## src/rtl/conv_window_gen.sv

```systemverilog
`default_nettype none
// ============================================================================
// Module   : conv_window_gen
// Purpose  : Streaming SIZE x SIZE sliding-window generator for the
//            convolution datapath. Takes one raster-order pixel per cycle,
//            keeps SIZE-1 previous rows in line buffers and emits every fully
//            populated neighbourhood (no padding) with valid/ready handshake.
// Revision : 1.0 - initial release
// ============================================================================
module conv_window_gen #(
    parameter int SIZE      = 3,
    parameter int WIDTH_BIT = 8,
    parameter int IMG_W     = 8,
    parameter int IMG_H     = 8
) (
    input  logic                 clock,
    input  logic                 reset,
    input  logic [WIDTH_BIT-1:0] pixel_i,
    input  logic                 pixel_valid_i,
    output logic                 pixel_ready_o,
    output logic [WIDTH_BIT-1:0] window_o [SIZE-1:0][SIZE-1:0],
    output logic                 window_valid_o,
    input  logic                 window_ready_i,
    output logic                 frame_last_o
);

    localparam int c_COL_W = (IMG_W > 1) ? $clog2(IMG_W) : 1;
    localparam int c_ROW_W = (IMG_H > 1) ? $clog2(IMG_H) : 1;

    localparam logic [c_COL_W-1:0] c_COL_LAST = c_COL_W'(IMG_W - 1);
    localparam logic [c_ROW_W-1:0] c_ROW_LAST = c_ROW_W'(IMG_H - 1);
    localparam logic [c_COL_W-1:0] c_COL_EMIT = c_COL_W'(SIZE - 1);
    localparam logic [c_ROW_W-1:0] c_ROW_EMIT = c_ROW_W'(SIZE - 1);

    logic [c_COL_W-1:0]   r_col;
    logic [c_ROW_W-1:0]   r_row;
    logic                 r_valid;
    logic                 r_last;

    // Line buffers: index 0 holds the oldest row, SIZE-2 the row just above.
    logic [WIDTH_BIT-1:0] r_line [SIZE-1][IMG_W];

    // Window shift register, [row][column], row 0 oldest, column 0 leftmost.
    logic [WIDTH_BIT-1:0] r_win [SIZE-1:0][SIZE-1:0];

    logic                 w_accept;
    logic                 w_emit;
    logic                 w_frame_end;

    // Handshake and emit qualification for the pixel presented this cycle.
    always_comb begin
        pixel_ready_o = !r_valid || window_ready_i;
        w_accept      = pixel_valid_i && pixel_ready_o;
        w_emit        = w_accept && (r_row >= c_ROW_EMIT) && (r_col >= c_COL_EMIT);
        w_frame_end   = (r_row == c_ROW_LAST) && (r_col == c_COL_LAST);
    end

    // Raster position counters; wrap straight into the next frame.
    always_ff @(posedge clock or posedge reset) begin
        if (reset) begin
            r_col <= '0;
            r_row <= '0;
        end else if (w_accept) begin
            if (r_col == c_COL_LAST) begin
                r_col <= '0;
                r_row <= (r_row == c_ROW_LAST) ? '0 : r_row + 1'b1;
            end else begin
                r_col <= r_col + 1'b1;
            end
        end
    end

    // Line-buffer column shift at address col; reads see pre-update contents.
    always_ff @(posedge clock) begin
        if (w_accept) begin
            for (int k = 0; k < SIZE - 2; k++) begin
                r_line[k][r_col] <= r_line[k+1][r_col];
            end
            r_line[SIZE-2][r_col] <= pixel_i;
        end
    end

    // Window shifts left on every accept, including masked edge pixels.
    always_ff @(posedge clock or posedge reset) begin
        if (reset) begin
            for (int r = 0; r < SIZE; r++) begin
                for (int c = 0; c < SIZE; c++) begin
                    r_win[r][c] <= '0;
                end
            end
        end else if (w_accept) begin
            for (int r = 0; r < SIZE; r++) begin
                for (int c = 0; c < SIZE - 1; c++) begin
                    r_win[r][c] <= r_win[r][c+1];
                end
            end
            for (int r = 0; r < SIZE - 1; r++) begin
                r_win[r][SIZE-1] <= r_line[r][r_col];
            end
            r_win[SIZE-1][SIZE-1] <= pixel_i;
        end
    end

    // Output valid / frame-last: set on emit, dropped once consumed.
    always_ff @(posedge clock or posedge reset) begin
        if (reset) begin
            r_valid <= 1'b0;
            r_last  <= 1'b0;
        end else if (w_emit) begin
            r_valid <= 1'b1;
            r_last  <= w_frame_end;
        end else if (window_ready_i) begin
            r_valid <= 1'b0;
            r_last  <= 1'b0;
        end
    end

    assign window_o       = r_win;
    assign window_valid_o = r_valid;
    assign frame_last_o   = r_last;

endmodule
`default_nettype wire

```

## config.mk

```make
export PLATFORM = sky130hd
export DESIGN_NAME = conv_window_gen
export DESIGN_NICKNAME = d
export VERILOG_FILES = /design/src/rtl/conv_window_gen.sv
export SDC_FILE = /design/constraint.sdc
export NUM_CORES = 1
export LEC_CHECK = 0
export BUFFER_PORTS_ARGS = -buffer_cell sky130_fd_sc_hd__buf_2
export CAP_MARGIN = 20
export CORE_ASPECT_RATIO = 0.75
export CORE_UTILIZATION = 53
export CTS_CLUSTER_DIAMETER = 150
export DETAILED_ROUTE_END_ITERATION = 8
export PLACE_DENSITY = 0.83
export SYNTH_ARGS = -nofsm -noshare
export SYNTH_HDL_FRONTEND = slang
export SYNTH_SLANG_ARGS = --single-unit
```

## constraint.sdc

```tcl
create_clock -name clock -period 2.6 [get_ports clock]
set_input_delay 0.13 -clock clock [delete_from_list [all_inputs] [get_ports clock]]
set_output_delay 0.13 -clock clock [all_outputs]
set_load 0.01 [all_outputs]
```

-- After elaboration in Yosys (flattened, before gate mapping)
Memory sizes are Yosys's and may differ from the RTL's.
Cells that the tools add are included.
- bits in registers: 80
- memory bits (writable): 128
- input port bits: 12
- output and inout port bits: 75
- memories: 1
- memories (memory ; words ; bits a word ; read ports ; clocked after memory_dff ; wr ports ; RTL line ; source):
    r_line ; 2 ; 64 ; 2 ; 0 ; 2 ; 41 ; logic [WIDTH_BIT-1:0] r_line [SIZE-1][IMG_W];
- add/sub/neg operators: 2
- order comparisons: 4
- equal/unequal tests: 2
- mux-type cells: 15
- bitwise operators: 1
- reduce and logical (&&, ||, !) cells: 9
- operators with widths (kind ; count):
    2-to-1 mux 64 bit ; 1
    binary-select mux 8 bit (select 3 bit) ; 2
    2-to-1 mux 8 bit ; 5
    demux 8 bit (select 3 bit) ; 1
    adder 3 x 1 -> 3 bit (second input constant) ; 2
    equality test 3 bit (second input constant) ; 2
    greater-or-equal comparator 3 x 2 -> 1 bit (second input constant) ; 2
    2-to-1 mux 3 bit ; 2
    logical AND 1 bit ; 5
    greater-or-equal comparator 4 bit (second input constant) ; 1
    less-than comparator 4 x 1 -> 1 bit (second input constant) ; 1
    2-to-1 mux 1 bit ; 4
    inverter 3 -> 4 bit ; 1
    AND reduction 2 bit ; 1
    nonzero test 2 bit ; 1
    zero test 1 bit ; 1
    logical OR 1 bit ; 1

-- Longest topological paths before layout
- depth in word-level cells: 6
- gate-level depth with buffers: 7

-- Worst setup path before layout
OpenSTA, ideal clock, no wires.
- path type: register -> register
- from: register r_valid (netlist: window_valid_o)
- to: memory r_line[0][24] (netlist name) (enable)
- setup time: 409 ps
- data arrival time: 2336 ps
- data required time: 2191 ps
- slack: -145 ps
- cell stages (with the launch flop): 6
- path buffers: 1
- clock period less this slack: 2745 ps
- cells stage by stage: dfrtp_1 -> nor2b_2 -> inv_1 -> buf_1 -> nand3_1 -> nor3_1
- RTL lines (what ; RTL line ; source):
    from (decl) ; 37 ; logic r_valid;
    from (signal assigned) ; 107 ; r_valid <= 1'b0;
    from (signal assigned) ; 110 ; r_valid <= 1'b1;
    from (signal assigned) ; 113 ; r_valid <= 1'b0;
    to (decl) ; 41 ;

==> flow_summary.yaml <==
hold_path:
  worstHoldStart: "pixel_i[7]"
  min_path_type: "in2reg"
  min_path_cells: 1
setup_path:
  r2r_cells: 4
  cp-start-kind: "flop"
  cp.required_ns: 2.80
  timing.rr.end: "r_line[0][3]$_DFFE_PP_"
  end_kind: "flop"
  cp-startpoint: "r_col[2]$_DFFE_PP0P_"
  r2r_slack_ns: 0.36
  crit_fanout: 33
  crit_type: "reg2reg"
  rr_startpoint: "r_col[2]$_DFFE_PP0P_"
  worst_ep_arrival_time_ns: 2.44
  critPathCapture: "r_line[0][3]$_DFFE_PP_"
placed_design:
  dp.cells: 777
  io_buffers: 86
  gp_congestion: 0.821
  place_area_um2: 9000
  place_ws_ns: 0.430
  hpwl_um: 11200
finish:
  final_nets: 626
  utilization_pct: 65.6
  layout_commonest_cell: "edfxtp_1"
  final_cell_count_no_fill: 822
  drive_above_1_share_pct: 37.3
  finish.instance_area_um2: 9690
  diodes: 0
  final_cell_mix: "edfxtp_1 (128), buf_2 (86), dfrtp_1 (79), mux2_2 (77), mux2i_1 (29)"
  area_growth_pct: 18.1
drt:
  viasPerCell: 5.81
  vias: 4772
  first_iter_violations: 313
  wl_um: 17300
  wl_per_cell_um: 21.1
  drc_errors: 0
  drt_first_pass_iters: 5
  ant_nets: 0
floorplan:
  rows: 38
  die-width_um: 146
  design.die.area_um2: 16000
  start_util_pct: 55.5
  io_pins: 87
  core_area_um2: 14800
  die_h_um: 110
yosys:
  ys_ff_latch: 208
  synth_ff_type: "edfxtp_1"
  synth_top_area_share_pct: 46.8
  syn_area_um2: 8210
  synthTopCellsByArea: "edfxtp_1 (47%), dfrtp_1 (24%), mux2_2 (11%)"
  synth_area_per_cell_um2: 16.8
  synthCells: 488
  netlist.top_cell.by_area: "edfxtp_1"
  ys_warn_count: 0
  synth_seq_area_share_pct: 71.2
  synthArstFlopShare_pct: 38.5
  ys_types: 37
  synth_edf_count: 128
  syn-num-nets: 506
global_route:
  met3_usage_pct: 4.40
  met1_usage_pct: 31.8
  grt_overflow_total: 0
  top_usage_layer: "met2"
  grtUsageMet2_pct: 34.8
  grt_usage_pct: 22.2
  antenna_found_initial: 0
  grt_start_max_net_pins: 34
  grt_pass1_vias: 4801
  grt_pass1_wl_um: 26900
sta:
  rsz0062_at_grt: "no"
  worst_pin_slew_ns: 0.819
  finalHoldViolCount: 0
  fin_crit_sh_pct: 86.0
  fin_ws_ns: 0.363
  drv_slew: 0
  fin_crit_ns: 2.24
  max_slew_margin_pct: 45.4
  fin_hold_ws_ns: 0.0410
  setup-violations-final: 0
  finClkSkew_ns: 0.0112
  fmax_mhz: 447
  setup_tns_ns: 0
power_and_ir_drop:
  p_leak_nw: 3.78
  cellPowerDensity_nw_per_um2: 1220
  vdd_drop_max_uv: 577
  power.total_mw: 11.8
clocking:
  htree_levels: 1
  cts_hold_buffers: 9
  cts_root_buf: "clkbuf_16"
  postCtsResizedCells: 0
  clock-sinks: 208
  clkLatencyLatePin_ns: 0.49
  clock_path_buffers: 3
  cts_tree: "built"
  cts_setup_buffers: 0
  cts_made_buffers: 20
  clkSlewWorstSetupHoldPaths_ns: 0.06
flow_run:
  maxCapViolations: 0
run_status:
  outcome: "completed"
synthesized netlist by cell type, types with 3 or more instances:
cell,n
a21oi_1,6
a22o_1,10
a31oi_1,8
a41oi_1,4
and3b_1,4
and4b_1,4
buf_2,16
buf_6,3
clkbuf_1,5
dfrtp_1,80
edfxtp_1,128
ha_1,6
inv_1,5
mux2_2,77
mux2i_1,29
mux4_2,6
nand2_1,16
nand2b_1,9
nand3_1,3
nor2_1,12
nor3_1,4
o21ai_0,14
o22ai_1,10
o31ai_1,11
report_power, final:
part	switching [mW]	internal, mW
registers	0.641	4.71
logic	2.07	1.73
clock network	1.12	1.56
total	3.83	8.00
sequential cells by signal, summed over array words and instances (netlist names):
| signal | cells |
|---|---|
| r_line | 128 |
| r_col | 3 |
| window_o | 72 |
| window_valid_o | 1 |
| r_row | 3 |
| frame_last_o | 1 |
layout make-up:
type / count / area [um2]
sequential: 208 / 5850
tap: 200 / 250
timing repair buffer: 126 / 791
clock buffer: 36 / 602
fill: 982 / 5090
inverter: 5 / 20.0
multi-input combinational: 247 / 2180
per-layer routing:
metal	wire, um	vias up
met1	7740	2430
met4	306	0
met3	1320	29
met2	7980	211
met5	0	-
li1	-	2102
worst min-delay path by stage:
stage	slack, ns	end
3_5_place_dp	0.15	window_o[28]$_DFFE_PP0P_
4_1_cts	0.02	r_line[0][111]$_DFFE_PP_
2_1_floorplan	0.23	r_line[0][100]$_DFFE_PP_
6_report	0.04	r_line[0][111]$_DFFE_PP_
3_3_place_gp	0.15	window_o[25]$_DFFE_PP0P_
5_1_grt	0.03	r_line[0][111]$_DFFE_PP_
cells by family after synthesis:
family                     synth area share, %
adders and majority gates                0.915
muxes                                     16.0
and+or+nand+nor                           4.28
AOI/OAI and AO/OA                         5.09
DFF                                       71.2
buffers and inverters                     2.47
worst max-delay path: stages (launching register included):
cell     delay (ns)
dfrtp_2        0.90
buf_4          0.30
mux2_2         0.34
o22ai_1        0.23
nor2_1         0.17
(Power assumes the default switching activity.)
